===== src/rtl/seg7_pkg.sv =====
// rtl/seg7_pkg.sv - shared segment patterns, BCD codes and dwell FSM states
package seg7_pkg;

   localparam logic [6:0] SEG_0     = 7'b1111110;
   localparam logic [6:0] SEG_1     = 7'b0110000;
   localparam logic [6:0] SEG_2     = 7'b1101101;
   localparam logic [6:0] SEG_3     = 7'b1111001;
   localparam logic [6:0] SEG_4     = 7'b0110011;
   localparam logic [6:0] SEG_5     = 7'b1011011;
   localparam logic [6:0] SEG_6     = 7'b1011111;
   localparam logic [6:0] SEG_7     = 7'b1110000;
   localparam logic [6:0] SEG_8     = 7'b1111111;
   localparam logic [6:0] SEG_9     = 7'b1111011;
   localparam logic [6:0] SEG_BLANK = 7'b0000000;

   localparam logic [3:0] BCD_BLANK   = 4'hF;
   localparam logic [3:0] BCD_ILLEGAL = 4'hE;

   typedef enum logic [1:0] {
      IDLE  = 2'd0,
      COUNT = 2'd1,
      HOLD  = 2'd2
   } state_t;

endpackage


===== src/rtl/seg7_pattern_decode.sv =====
// rtl/seg7_pattern_decode.sv - inverse of the BCD-to-7-segment encoder table
module seg7_pattern_decode
   import seg7_pkg::*;
(
   input  logic [6:0] seg,
   output logic [3:0] bcd,
   output logic       err
);

   always_comb begin
      bcd = BCD_ILLEGAL;
      err = 1'b1;
      case (seg)
         SEG_0:     begin bcd = 4'd0;      err = 1'b0; end
         SEG_1:     begin bcd = 4'd1;      err = 1'b0; end
         SEG_2:     begin bcd = 4'd2;      err = 1'b0; end
         SEG_3:     begin bcd = 4'd3;      err = 1'b0; end
         SEG_4:     begin bcd = 4'd4;      err = 1'b0; end
         SEG_5:     begin bcd = 4'd5;      err = 1'b0; end
         SEG_6:     begin bcd = 4'd6;      err = 1'b0; end
         SEG_7:     begin bcd = 4'd7;      err = 1'b0; end
         SEG_8:     begin bcd = 4'd8;      err = 1'b0; end
         SEG_9:     begin bcd = 4'd9;      err = 1'b0; end
         SEG_BLANK: begin bcd = BCD_BLANK; err = 1'b0; end
         default:   begin bcd = BCD_ILLEGAL; err = 1'b1; end
      endcase
   end

endmodule


===== src/rtl/seg7_scan_capture.sv =====
// rtl/seg7_scan_capture.sv - recovers BCD digits from a scanned 7-segment bus
// and publishes them as atomically updated frames.
module seg7_scan_capture
   import seg7_pkg::*;
#(
   parameter int NUM_DIGITS    = 4,
   parameter int STABLE_CYCLES = 3
) (
   input  logic                    clk,
   input  logic                    rst_n,
   input  logic [6:0]              seg_in,
   input  logic [NUM_DIGITS-1:0]   dig_sel,
   output logic [4*NUM_DIGITS-1:0] bcd_out,
   output logic [NUM_DIGITS-1:0]   err_out,
   output logic                    frame_valid,
   output logic                    frame_err
);

   localparam int          IW       = (NUM_DIGITS > 1) ? $clog2(NUM_DIGITS) : 1;
   localparam logic [3:0]  CNT_LAST = 4'(STABLE_CYCLES - 1);
   localparam bit          ONE_SHOT = (STABLE_CYCLES == 1);

   logic [6:0]              s_seg, ref_seg;
   logic [NUM_DIGITS-1:0]   s_sel, ref_sel;
   logic [3:0]              cnt;
   state_t                  state;

   logic [4*NUM_DIGITS-1:0] shadow_bcd;
   logic [NUM_DIGITS-1:0]   shadow_err;
   logic [NUM_DIGITS-1:0]   bitmap;

   logic [3:0]              dec_bcd;
   logic                    dec_err;
   logic                    onehot, match, reload, accept, full;
   logic [IW-1:0]           sel_idx;

   seg7_pattern_decode u_decode (
      .seg (s_seg),
      .bcd (dec_bcd),
      .err (dec_err)
   );

   always_ff @(posedge clk or negedge rst_n) begin
      if (!rst_n) begin
         s_seg <= '0;
         s_sel <= '0;
      end else begin
         s_seg <= seg_in;
         s_sel <= dig_sel;
      end
   end

   assign onehot = (s_sel != '0) && ((s_sel & (s_sel - NUM_DIGITS'(1))) == '0);
   assign match  = (s_sel == ref_sel) && (s_seg == ref_seg);
   assign full   = &bitmap;

   // reload = start a new dwell on the current sample; with a one-cycle
   // stability requirement that start is itself the accept.
   always_comb begin
      reload = 1'b0;
      accept = 1'b0;
      case (state)
         IDLE:    reload = onehot;
         COUNT:   if (match) accept = (cnt == CNT_LAST);
                  else       reload = onehot;
         HOLD:    if (!match) reload = onehot;
         default: reload = 1'b0;
      endcase
      if (reload && ONE_SHOT) accept = 1'b1;
   end

   always_comb begin
      sel_idx = '0;
      for (int k = 0; k < NUM_DIGITS; k++)
         if (s_sel[k]) sel_idx = IW'(k);
   end

   always_ff @(posedge clk or negedge rst_n) begin
      if (!rst_n) begin
         state   <= IDLE;
         cnt     <= '0;
         ref_seg <= '0;
         ref_sel <= '0;
      end else if (reload) begin
         ref_seg <= s_seg;
         ref_sel <= s_sel;
         cnt     <= 4'd1;
         state   <= ONE_SHOT ? HOLD : COUNT;
      end else begin
         case (state)
            COUNT: begin
               if (!match)      state <= IDLE;
               else if (accept) state <= HOLD;
               else             cnt   <= cnt + 4'd1;
            end
            HOLD:    if (!match) state <= IDLE;
            default: state <= IDLE;
         endcase
      end
   end

   // Frame publish clears the bitmap before a coincident accept sets its bit.
   always_ff @(posedge clk or negedge rst_n) begin
      if (!rst_n) begin
         shadow_bcd  <= '0;
         shadow_err  <= '0;
         bitmap      <= '0;
         bcd_out     <= '0;
         err_out     <= '0;
         frame_valid <= 1'b0;
         frame_err   <= 1'b0;
      end else begin
         frame_valid <= full;
         if (full) begin
            bcd_out   <= shadow_bcd;
            err_out   <= shadow_err;
            frame_err <= |shadow_err;
         end
         bitmap <= (full ? '0 : bitmap) | (accept ? s_sel : '0);
         if (accept) begin
            shadow_bcd[{sel_idx, 2'b00} +: 4] <= dec_bcd;
            shadow_err[sel_idx]               <= dec_err;
         end
      end
   end

endmodule

===== config.mk =====
export PLATFORM = sky130hd
export DESIGN_NAME = seg7_scan_capture
export DESIGN_NICKNAME = d
export VERILOG_FILES = /design/src/rtl/seg7_pkg.sv /design/src/rtl/seg7_pattern_decode.sv /design/src/rtl/seg7_scan_capture.sv
export SDC_FILE = /design/constraint.sdc
export NUM_CORES = 1
export LEC_CHECK = 0
export CAP_MARGIN = 25
export CORE_MARGIN = 2
export CORE_UTILIZATION = 61
export DETAILED_ROUTE_END_ITERATION = 10
export PLACE_DENSITY_LB_ADDON = 0.05
export REMOVE_ABC_BUFFERS = 1
export SLEW_MARGIN = 20
export SYNTH_ARGS = -nofsm -noshare
export SYNTH_HDL_FRONTEND = slang
export SYNTH_SLANG_ARGS = --single-unit

===== constraint.sdc =====
create_clock -name clk -period 3.9 [get_ports clk]
set_input_delay 0.78 -clock clk [delete_from_list [all_inputs] [get_ports clk]]
set_output_delay 0.78 -clock clk [all_outputs]
set_load 0.02 [all_outputs]

# Word-level counts from Yosys, hierarchy flattened
# Index checks and enable logic that the tools add are counted.
totals:
  reg_bits: 74
  inputBits: 13
classes:
  magnitude_cmp: 2
  n_eq_ne: 18
  reduce_logical: 15
  shifts: 2
  bitwise_logic: 2
  addsub: 3
  mux: 24
ops:
  columns: ["operator", "count"]
  rows:
  - ["7-bit equality test, second input constant", 8]
  - ["4-bit one-hot mux with 11 select lines", 1]
  - ["4-bit 2-to-1 mux", 6]
  - ["16-bit bitwise mux", 1]
  - ["4-bit by 6-bit variable shift with 16-bit output, first input constant", 1]
  - ["4-bit by 6-bit indexed part select with 16-bit output", 1]
  - ["7-bit by 6-bit equality test with 1-bit output, second input constant", 2]
  - ["2-bit 2-to-1 mux", 6]
  - ["11-bit OR reduction", 1]
  - ["7-bit equality test", 1]
  - ["7-bit zero test", 1]
  - ["1-bit 2-to-1 mux", 6]
  - ["4-bit negator with 6-bit output", 1]
  - ["4-bit by 1-bit adder with 4-bit output, second input constant", 1]
  - ["4-bit AND", 1]
  - ["4-bit bitwise mux", 1]
  - ["4-bit by 2-bit equality test with 1-bit output, second input constant", 1]
  - ["4-bit equality test", 1]
  - ["4-bit zero test", 1]
  - ["4-bit != test, second input constant", 1]
  - ["4-bit OR", 1]
  - ["2-bit one-hot mux with 2 select lines", 1]
  - ["4-bit AND reduction", 1]
  - ["2-bit nonzero test", 2]
  - ["16 further kinds", 18]

# Depth between registers and ports, before layout
logic_depth:
  word_depth: 8
  ltp_mapped: 8

# Cells and area by module
# From an unflattened synthesis, not the netlist that was laid out.
hier_totals:
  cells_unflattened: 314
  hier_area_um2: 3473.3
modules_own_cells:
  columns: ["module", "seq_area_each_um2", "n_inst", "area_per_inst_um2", "cells_per_inst"]
  rows:
  - ["seg7_scan_capture", 1851.8, 1, 3243.1, 280]
  - ["seg7_pattern_decode", 0.0, 1, 230.2, 34]

# Worst setup path after synthesis
# Ideal clock, no wire load.
synth_path:
  path_kind: "register to register"
  startpoint: "reg s_seg[5]"
  endpoint: "reg ref_seg[4]"
  slack_ns: 1.897
  synth_period_minus_slack_ns: 2.003
  t_required_ns: 3.773
  arrival_ns: 1.876
  stages_incl_launch_ff: 8
  path_cell_list: "dfrtp_1 -> buf_2 -> xnor2_1 -> nand4_2 -> o31a_1 -> o21ai_4 -> buf_6 -> mux2_1"
synth_between:
  elab_chain_cells: 4
synth_rtl:
  columns: ["element", "line_no", "source"]
  rows:
  - ["start: declaration", "seg7_scan_capture.sv:23", "logic [6:0] s_seg, ref_seg;"]
  - ["start signal: assignment", "seg7_scan_capture.sv:48", "s_seg <= seg_in;"]
  - ["7-bit equality test", "seg7_scan_capture.sv:54", "assign match = (s_sel == ref_sel) && (s_seg == ref_seg);"]
  - ["1-bit logical AND", "seg7_scan_capture.sv:54", null]
  - ["1-bit 2-to-1 mux", "seg7_scan_capture.sv:64, seg7_scan_capture.sv:66", null]
  - ["1-bit one-hot mux with 2 select lines", "seg7_scan_capture.sv:62", "case (state)"]
  - ["end signal: assignment", "seg7_scan_capture.sv:85", "ref_seg <= s_seg;"]
  - ["end: declaration", "seg7_scan_capture.sv:23", null]
# Every way passes these cells.
# A chain may end at the register's enable or synchronous reset.

# Worst setup path after layout
layout_path:
  startpoint: "reg s_sel[1]"
  endpoint: "reg shadow_bcd[14]"
layout_between:
  elab_chain_cells: 6
  elab_cells_between_ends: 11
layout_rtl:
  columns: ["element", "line_no", "source"]
  rows:
  - ["start: declaration", "seg7_scan_capture.sv:24", "logic [NUM_DIGITS-1:0] s_sel, ref_sel;"]
  - ["start signal: assignment", "seg7_scan_capture.sv:49", "s_sel <= dig_sel;"]
  - ["1-bit 2-to-1 mux", "seg7_scan_capture.sv:75", "if (s_sel[k]) sel_idx = IW'(k);"]
  - ["2-bit 2-to-1 mux (2 in a row)", "seg7_scan_capture.sv:75", null]
  - ["4-bit negator with 6-bit output", "seg7_scan_capture.sv:121", "shadow_bcd[{sel_idx, 2'b00} +: 4] <= dec_bcd;"]
  - ["4-bit by 6-bit indexed part select with 16-bit output / 4-bit by 6-bit variable shift with 16-bit output (equally long branches)", "seg7_scan_capture.sv:121", null]
  - ["16-bit bitwise mux", "seg7_scan_capture.sv:121", null]
  - ["end signal: assignment", "seg7_scan_capture.sv:105", "shadow_bcd <= '0;"]
  - ["end signal: indexed assignment", "seg7_scan_capture.sv:121", null]
  - ["end: declaration", "seg7_scan_capture.sv:28", "logic [4*NUM_DIGITS-1:0] shadow_bcd;"]
# Parallel ways exist; a longest one is shown, timed or not.

==> results.yml <==
outcome:
  status: "completed"
setup_path:
  reg2reg_depth: 5
  r2r_start: "s_sel[1]$_DFF_PN0_"
  cp_max_fo: 14
  cp.arrival_ns: 2.64
  start_kind: "flip-flop"
  end_kind: "flip-flop"
  path_class: "reg2reg"
  r2r-end: "shadow_bcd[14]$_DFFE_PN0P_"
  r2r_setup_slack_ns: 1.49
  crit_required_ns: 4.13
global_routing:
  antenna_found_initial: 0
  grt_usage_pct: 22.0
  grt_pass1_vias: 2331
  gr-total-overflow: 0
  grt_pass1_wl_um: 10500
  grt_max_degree: 41
cts:
  clk_latency_ns: 0.34
  htree_levels: 3
  cts_tree: "built"
  cts_buffer_depth: 2
  clkSlewWorstSetupHoldPaths_ns: 0.07
  cts_sinks: 74
  post_cts_resized: 0
  numCtsBuffers: 9
  root_buffer: "clkbuf_8"
  cts_hold_repair.buffers: 0
  post_cts_buffers: 0
finish:
  layout.cells.non_filler: 422
  syn2layout_area_growth_pct: 15.8
  fillCellCount: 408
  seq_area_um2: 1850
  multi_input_area_um2: 1460
  fin_nets: 368
  drive_gt1_share_pct: 15.1
  antenna_cells: 0
  fin_util_pct: 72.6
floorplanning:
  core_area_um2: 5470
  start_util_pct: 62.6
  rows: 27
  top_level_ports: 35
  die_w_um: 79.0
  dieArea_um2: 6240
  die_h_um: 79.0
route:
  dr.pass1.iters: 4
  ant_nets: 0
  drt_iter0_markers: 118
  routed_via_density: 5.37
  vias: 2267
  drt_wl_total_um: 5870
  drc: 0
  drt-wirelength-per-cell_um: 13.9
place:
  io_buffers: 34
  gp_congestion: 0.801
  place_inst: 406
  dp_slack_ns: 1.48
  dp.final_hpwl_um: 4240
logic_synthesis:
  synth-edff-count: 0
  yosysWarnings: 0
  avgSynthCellArea_um2: 11.0
  ys_types: 47
  synth_top_area_share_pct: 54.0
  synthTopCellsByCount: "dfrtp_1 (74), nand2_1 (71), mux2_2 (23)"
  synth_cells: 313
  ys_seq_elements: 74
  synthArstFlopShare_pct: 100
  synth_area_um2: 3430
  synth.area.top_cells: "dfrtp_1 (54%), nand2_1 (7.8%), mux2_2 (7.6%)"
  ys_seq_area_share_pct: 54.0
  synth-main-ff-cell: "dfrtp_1"
  yosys.area.top_type: "dfrtp_1"
  synth_most_common_cell: "dfrtp_1"
min_path:
  hp-start: "shadow_bcd[6]$_DFFE_PN0P_"
  holdPathEnd: "bcd_out[6]$_DFFE_PN0P_"
  hold_class: "reg2reg"
  hold_depth: 2
power_and_ir_drop:
  vdd_drop_max_uv: 273
  p_leak_nw: 1.90
  p_per_area_nw_per_um2: 376
job:
  cap_violations: 0
sta:
  drv_slew: 0
  report.final.hold_viol_count: 0
  finalSetupViolCount: 0
  worst_pin_slew_ns: 0.768
  final.setup.tns_ns: 0
  finalCritPeriodShare_pct: 61.7
  finalWorstSetupSlack_ns: 1.49
  max_freq_mhz: 415
  finalWorstPathRequiredPeriod_ns: 2.41
  grt_setup_unrepaired: "no"
  relSlewSlack_pct: 48.8
  fin_skew_ns: 0.00800
[per-stage QoR]
stage / total power, mW / cell area, um2 / hold slack [ns]
floorplan: 0.950 / 3350 / 0.429
global placement: 0.999 / 3810 / 0.448
detailed placement: 1.00 / 3810 / 0.460
CTS: 1.51 / 3970 / 0.477
global route: 1.56 / 3970 / 0.493
finish: 1.49 / 3970 / 0.471
[placed cells by master (no fill, tap or decap), types with 3 or more instances in the layout]
master           instances
ha_1                    10
nand3_1                  7
nor2b_1                  4
and2_1                   6
mux2_2                  23
o21ai_0                  6
o31ai_1                  5
clkinv_2                 3
xnor2_1                 12
clkbuf_1                 3
nor3_1                   7
nor2_1                   7
clkbuf_8                10
nor4_1                   3
a21oi_1                  6
clkdlybuf4s50_1         33
mux2_1                   4
inv_1                   11
a22o_1                   4
nand2_1                 71
dfrtp_1                 74
or3b_2                   3
[critical path, cell delays in order (launching register included)]
cell and delay, ns:
dfrtp_1 0.47, xnor2_1 0.26, nand3_2 0.18, nor4_4 0.72, nand2_1 0.33, mux2_2 0.34
[per-layer routing]
metal	share of wire [%]	vias to the layer above	GRT usage, %	routed length [um]
met5	0	-	0	0
met4	2.1	0	10.0	125
met3	2.9	12	5.45	172
met2	46	34	34.7	2690
met1	49	1099	28.9	2880
li1	-	1122	-	-
[worst max-delay path by stage]
| stage | start | endpoint | slack [ns] | cells past startpoint |
|---|---|---|---|---|
| 2_1_floorplan | s_seg[5]$_DFF_PN0_ | shadow_bcd[10]$_DFFE_PN0P_ | 1.92 | 5 |
| 3_3_place_gp | s_sel[1]$_DFF_PN0_ | shadow_bcd[12]$_DFFE_PN0P_ | 1.48 | 5 |
| 3_5_place_dp | s_seg[5]$_DFF_PN0_ | shadow_err[3]$_DFFE_PN0P_ | 1.48 | 5 |
| 4_1_cts | s_seg[0]$_DFF_PN0_ | shadow_err[3]$_DFFE_PN0P_ | 1.46 | 5 |
| 5_1_grt | s_seg[5]$_DFF_PN0_ | shadow_bcd[14]$_DFFE_PN0P_ | 1.26 | 5 |
| 6_report | s_sel[1]$_DFF_PN0_ | shadow_bcd[14]$_DFFE_PN0P_ | 1.49 | 5 |
[cell type report]
| type | count | share of cell area, % |
|---|---|---|
| flip-flops and latches | 74 | 46.6 |
| multi-input cells | 213 | 36.8 |
| repair buffers | 36 | 9.14 |
| clock buffers | 13 | 3.75 |
| well taps | 72 | 2.27 |
| inverters | 11 | 1.04 |
| clock inverters | 3 | 0.378 |
[cells by family after synthesis]
kind of cell | count (synthesis) | share of synthesized area [%]
AO/OA/AOI/OAI | 36 | 7.85
XOR/XNOR | 14 | 3.58
adder cells (fa/ha/maj) | 10 | 3.65
buffers and inverters | 26 | 3.36
flip-flops | 74 | 54.0
multiplexers | 28 | 9.16
AND/OR/NAND/NOR | 125 | 18.4
[power by group]
| part | switching [mW] | total, mW | internal, mW | leakage [nW] |
|---|---|---|---|---|
| Sequential | 0.0300 | 0.830 | 0.800 | 0.977 |
| Clock | 0.261 | 0.507 | 0.246 | 0.0872 |
| Combinational | 0.0806 | 0.156 | 0.0758 | 0.837 |
[state kept, by name, summed over array words and instances, names as in the netlist]
| signal | cells |
|---|---|
| frame_err | 1 |
| s_seg | 7 |
| frame_valid | 1 |
| err_out | 4 |
| bcd_out | 16 |
| state | 2 |
| bitmap | 4 |
| ref_seg | 7 |
| ref_sel | 4 |
| cnt | 4 |
| shadow_err | 4 |
| s_sel | 4 |
| shadow_bcd | 16 |
Power figures use the tool's default switching activity.
==> RTL edit 1 (same settings) <==
The output `frame_valid` loses its register stage (`frame_valid` becomes a continuous assignment).
--- a/src/rtl/seg7_scan_capture.sv
+++ b/src/rtl/seg7_scan_capture.sv
@@ -107,10 +107,8 @@
          bitmap      <= '0;
          bcd_out     <= '0;
          err_out     <= '0;
-         frame_valid <= 1'b0;
          frame_err   <= 1'b0;
       end else begin
-         frame_valid <= full;
          if (full) begin
             bcd_out   <= shadow_bcd;
             err_out   <= shadow_err;
@@ -124,4 +122,6 @@
       end
    end
 
+   assign frame_valid = full;
+
 endmodule
Function: no difference found for any inputs over 10 cycles, from zero or initial values and one cycle with rst_n low; that may be too few to reach the edited logic, so the function may still have changed.
==> RTL edit 1 against the unedited design <==
Non-clock buffer count unchanged; power is 0.74% higher; synthesized area decreased by 0.73%; routed wire length is 0.41% lower; final area fell by 0.54%; sequential cell count is 1 lower; setup slack worse by 410 ps; critical path type is now reg -> out; largest cell class unchanged; highest routed layer unchanged.
==> RTL edit 1: results (changes against the unedited design) <==
[grt]
grt_max_degree = 43  ; +4.9%
grt_pass1_wl_um = 10470  ; about the same
grt_pass1_vias = 2311  ; -0.86%
antenna_found_initial = 0  ; unchanged
gr-usage-all-layers_pct = 22.04  ; +0.057 points

[setup_path]
crit_path_max_fanout = 21  ; +7
reg2reg_depth = 5  ; unchanged
reg2reg_to = shadow_bcd[13]$_DFFE_PN0P_
crit_slowest_cell = clkdlybuf4s50_1
crit_family = buffers and inverters
max_stage_delay_ps = 730
timing.rr.start = s_seg[2]$_DFF_PN0_
critPathArrivalTime_ps = 2040  ; -600 ps
regToRegSetupSlack_ps = 1530  ; +40 ps
worst-path-stages = 3  ; -2

[power_and_ir_drop]
swShare_pct = 24.20  ; -0.67 points
power_leakage_nw = 1.894  ; -0.41%
peakVddDrop_mv = 0.3007  ; +10%

[place]
dpl_cell_area_um2 = 3770  ; -0.99%
place_inst = 405  ; -0.25%
dp_slack_ps = 1416  ; -60.51 ps
hpwlAfterDp_um = 4096  ; -3.4%
portBuffers = 34  ; unchanged
gp_congestion = 0.8018  ; +0.16%

[status]
status = finished, final reports clean

[detailed_routing]
drt_iter0_drc = 91  ; -23%
wl_per_cell_um = 13.92  ; about the same
vias_per_cell = 5.417  ; +0.83%
first_pass_iters = 4  ; unchanged

[cts]
htreeDepth = 3  ; unchanged
cts_setup_buffers = 0  ; unchanged
cts_root_buffer = clkbuf_8
clock_path_buffers = 2  ; unchanged
cts.clk_slew.worst_paths_ps = 70  ; about the same
worstSkewPairLatency_ps = 340  ; about the same
cts_buffers = 9  ; unchanged
post_cts_resized = 0  ; unchanged

[synth]
yosysWarnings = 0  ; unchanged
yosysSeqAreaShare_pct = 53.68  ; -0.34 points
yosysUniqueCellTypes = 47  ; unchanged
ys_async_sr_fraction_pct = 100.0  ; unchanged
ys_top_cells_by_area = dfrtp_1, nand2_1, mux2_2, ha_1, xnor2_1
syn_avg_cell_area_um2 = 10.91  ; -0.41%
synth_common_cells = dfrtp_1, nand2_1, mux2_2, xnor2_1, inv_1

[final_layout]
final_layout_size_suffix_gt1_share_pct = 15.80  ; +0.66 points
largestRegisters = bcd_out (16), shadow_bcd (16)
fin_nets = 367  ; -0.27%
instances_no_fill = 420  ; -0.47%
diodes = 0  ; unchanged

[hold_path]
holdPathStages = 2  ; unchanged
hold_end = bcd_out[15]$_DFFE_PN0P_
hp-class = reg -> reg
hold_start = shadow_bcd[15]$_DFFE_PN0P_

[timing]
relSlewSlack_pct = 52.22  ; +3.4 points
skew_ps = 7.794  ; -0.2031 ps
finalHoldWorstSlack_ps = 458.8  ; -12.27 ps

[RTL edit 1: cell types whose count changed after synthesis, sizes merged]
cell / before / now
dfrtp: 74 / 73
[RTL edit 1: logic make-up (layout without fill, tap and decap cells)]
family                     count (synthesis)  after routing  share of synthesized area, %
muxes                                     28             28                         9.228
xor gates and xnor gates                  14             14                         3.603
AOI/OAI and AO/OA                         36             36                         7.904
and+or+nand+nor                          125            125                         18.53
buffers and inverters                     26             62                         3.382
DFF                                       73             73                         53.68
adders and majority gates                 10             10                         3.676
[RTL edit 1: power by group through the flow]
| stage | registers [mW] | clock network, mW | logic, mW |
|---|---|---|---|
| finish | 0.821 | 0.530 | 0.154 |
| floorplan | 0.828 | 0 | 0.111 |
| CTS | 0.821 | 0.548 | 0.157 |
| detailed placement | 0.835 | 0 | 0.156 |
| global placement | 0.833 | 0 | 0.153 |
| global route | 0.826 | 0.584 | 0.172 |
[RTL edit 1: layout make-up]
| class | count | area, um^2 |
|---|---|---|
| inverter | 11 | 41.29 |
| multi-input combinational | 213 | 1461 |
| fill | 404 | 1489 |
| tap | 72 | 90.09 |
| clock inverter | 3 | 15.01 |
| timing repair buffer | 36 | 350.3 |
| sequential | 73 | 1827 |
| clock buffer | 12 | 165.2 |
[RTL edit 1: how the worst max path moves through the flow]
stage / from / end / slack (ps)
after floorplan: bitmap[2]$_DFF_PN0_ / frame_valid / 1520
final: bitmap[0]$_DFF_PN0_ / frame_valid / 1080
after global placement: bitmap[2]$_DFF_PN0_ / frame_valid / 1480
after detailed placement: bitmap[0]$_DFF_PN0_ / frame_valid / 1420
after CTS: bitmap[0]$_DFF_PN0_ / frame_valid / 1040
after global routing: bitmap[1]$_DFF_PN0_ / frame_valid / 890
[RTL edit 1: routing by layer]
| metal | part of all wire, % | vias up | GRT usage (%) |
|---|---|---|---|
| met2 | 46 | 44 | 33.85 |
| met4 | 2.4 | 0 | 11.75 |
| met5 | 0 | - | 0 |
| met1 | 48 | 1103 | 30.29 |
| li1 | - | 1116 | - |
| met3 | 3.4 | 12 | 3.750 |
[RTL edit 1: worst reg2reg max path, stage by stage (launching register included)]
cell	delay, ps
dfrtp_1	470
xnor2_1	210
nand4_2	220
nor4_4	700
nand2_1	310
mux2_2	350
==> RTL edit 2 (same settings) <==
Made on the original files. Set the parameter `NUM_DIGITS` to 8 (it was 4).
--- a/src/rtl/seg7_scan_capture.sv
+++ b/src/rtl/seg7_scan_capture.sv
@@ -3,7 +3,7 @@
 module seg7_scan_capture
    import seg7_pkg::*;
 #(
-   parameter int NUM_DIGITS    = 4,
+   parameter int NUM_DIGITS    = 8,
    parameter int STABLE_CYCLES = 3
 ) (
    input  logic                    clk,
Ports: changed (resized bcd_out, dig_sel and err_out); port bits go from 35 to 59. The function was not compared with the original's and may differ.
==> RTL edit 2 against the unedited design <==
First-iteration DRC count up 47%; setup slack worse by 650 ps; sequential cell count up 52; final cell count up 60%; sequential power up 70%; final area up 69%; synthesized area up 61%; power up 110%; fmax down 21%; critical path depth up 2; clock skew up 3.5 ps; die area up 57%; routed wire length up 90%; critical path type unchanged.
==> RTL edit 2: results (changes against the unedited design) <==
[status]
status = finished, final reports clean

[setup_path]
reg2reg_depth = 7  ; +2
crit_path_max_fanout = 13  ; -1
timing.rr.start = s_sel[4]$_DFF_PN0_
regToRegSetupSlack_ps = 850  ; -650 ps
critPathArrivalTime_ps = 3440  ; +800 ps
reg2reg_to = ref_seg[3]$_DFFE_PN0P_

[cts]
cts_buffers = 17  ; +8
worstSkewPairLatency_ps = 520  ; +180 ps
cts.clk_slew.worst_paths_ps = 60
htreeDepth = 4  ; +1
cts_setup_buffers = 0  ; unchanged
clock_path_buffers = 2  ; unchanged
post_cts_resized = 0  ; unchanged
cts_root_buffer = clkbuf_8

[grt]
antenna_found_initial = 0  ; unchanged
grt_pass1_wl_um = 19310  ; +84%
grt_max_degree = 83  ; +100%
grt_pass1_vias = 3960  ; +70%
gr-usage-all-layers_pct = 24.94  ; +3.0 points

[detailed_routing]
vias = 3807  ; +68%
vias_per_cell = 5.640  ; +5.0%
first_pass_iters = 4  ; unchanged
drt_iter0_drc = 173  ; +47%
wl_per_cell_um = 16.49  ; +19%

[timing]
setup_violations = 0  ; unchanged
skew_ps = 11.48  ; +3.479 ps
relSlewSlack_pct = 50.01  ; +1.2 points

[power_and_ir_drop]
power_leakage_nw = 3.303  ; +74%
peakVddDrop_mv = 0.3428  ; +25%

[hold_path]
hp-class = in -> async

[final_layout]
fin_nets = 579  ; +57%
diodes = 0  ; unchanged
largestRegisters = bcd_out (32), shadow_bcd (32)
final_layout_size_suffix_gt1_share_pct = 17.64  ; +2.5 points

[synth]
ys.flop_type = dfrtp_1
ys_async_sr_fraction_pct = 100.0  ; unchanged
yosysWarnings = 0  ; unchanged
yosysSeqAreaShare_pct = 57.17  ; +3.2 points
ys_top_cells_by_area = dfrtp_1, mux2_2, nand2_1, xor2_1, ha_1
yosysUniqueCellTypes = 50  ; +6.4%
syn_avg_cell_area_um2 = 11.03  ; +0.71%
synth_common_cells = nand2_1, dfrtp_1, mux2_2, nor2_1, xor2_1

[place]
portBuffers = 58  ; +71%
gp_congestion = 0.8759  ; +9.4%
dp_slack_ps = 908.0  ; -568.6 ps
hpwlAfterDp_um = 7307  ; +72%
place_inst = 643  ; +58%

RTL edit 2: changes by cell type in the layout (fill, tap and decap cells not counted), moves of 15 or more:
cell | before | now
nand2_1 | 71 | 135
xor2_1 | 2 | 17
mux2_2 | 23 | 54
clkdlybuf4s50_1 | 33 | 57
clkbuf_16 | 0 | 16
dfrtp_1 | 74 | 126
RTL edit 2: critical path: stages, from the launching register on:
cell	delay (ps)
dfrtp_1	490
xor2_1	210
or4_1	540
nor4_2	270
nand2_1	190
o21ai_1	550
buf_4	320
mux2_2	360
RTL edit 2: worst max path at each step:
stage                             from                         to  slack, ps  cells past startpoint
floorplan           s_sel[2]$_DFF_PN0_  shadow_bcd[0]$_DFFE_PN0P_        790                     10
global placement    s_sel[4]$_DFF_PN0_     ref_seg[0]$_DFFE_PN0P_        970                      7
detailed placement  s_sel[4]$_DFF_PN0_     ref_seg[3]$_DFFE_PN0P_        910                      7
CTS                 s_sel[4]$_DFF_PN0_     ref_seg[3]$_DFFE_PN0P_        870                      7
global route        s_sel[4]$_DFF_PN0_     ref_seg[3]$_DFFE_PN0P_        630                      7
finish              s_sel[4]$_DFF_PN0_     ref_seg[3]$_DFFE_PN0P_        850                      7
RTL edit 2: through the flow:
step | hold WS [ps] | area (um^2) | total power, mW
detailed placement | 452.2 | 6131 | 1.622
floorplan | 433.1 | 5353 | 1.538
global placement | 450.4 | 6131 | 1.612
finish | 286.3 | 6730 | 3.163
global route | 365.1 | 6730 | 3.278
CTS | 465.1 | 6726 | 3.184
RTL edit 2: cell families after synthesis:
kind of cell             Yosys count  share of synthesized area, %
AO/OA/AOI/OAI                     36                         4.469
XOR/XNOR                          18                         2.858
adder cells (fa/ha/maj)            8                         1.815
buffers and inverters             40                         3.630
flip-flops                       126                         57.17
multiplexers                      58                         11.80
AND/OR/NAND/NOR                  214                         18.26
RTL edit 2: routing by layer:
metal / share of wire [%] / GRT usage (%) / routed length (um) / vias to the layer above
met3: 4.1 / 5.816 / 455 / 15
met4: 1.0 / 8.114 / 112 / 0
met1: 45 / 34.54 / 5033 / 1898
met2: 50 / 39.45 / 5531 / 91
met5: 0 / 0 / 0 / -
li1: - / - / - / 1803
RTL edit 2: where the power goes:
| part | internal, mW | leakage (nW) | switching, mW |
|---|---|---|---|
| Combinational | 0.0895 | 1.31 | 0.100 |
| Sequential | 1.36 | 1.71 | 0.0532 |
| Clock | 0.991 | 0.288 | 0.569 |
| Total | 2.44 | 3.30 | 0.723 |
RTL edit 2: cell type report:
type,instances,area (um^2)
timing repair buffer,65,646.9
tap,108,135.1
fill,576,2033
clock buffer,19,431.7
clock inverter,13,163.9
inverter,10,37.54
sequential,126,3153
multi-input combinational,334,2162
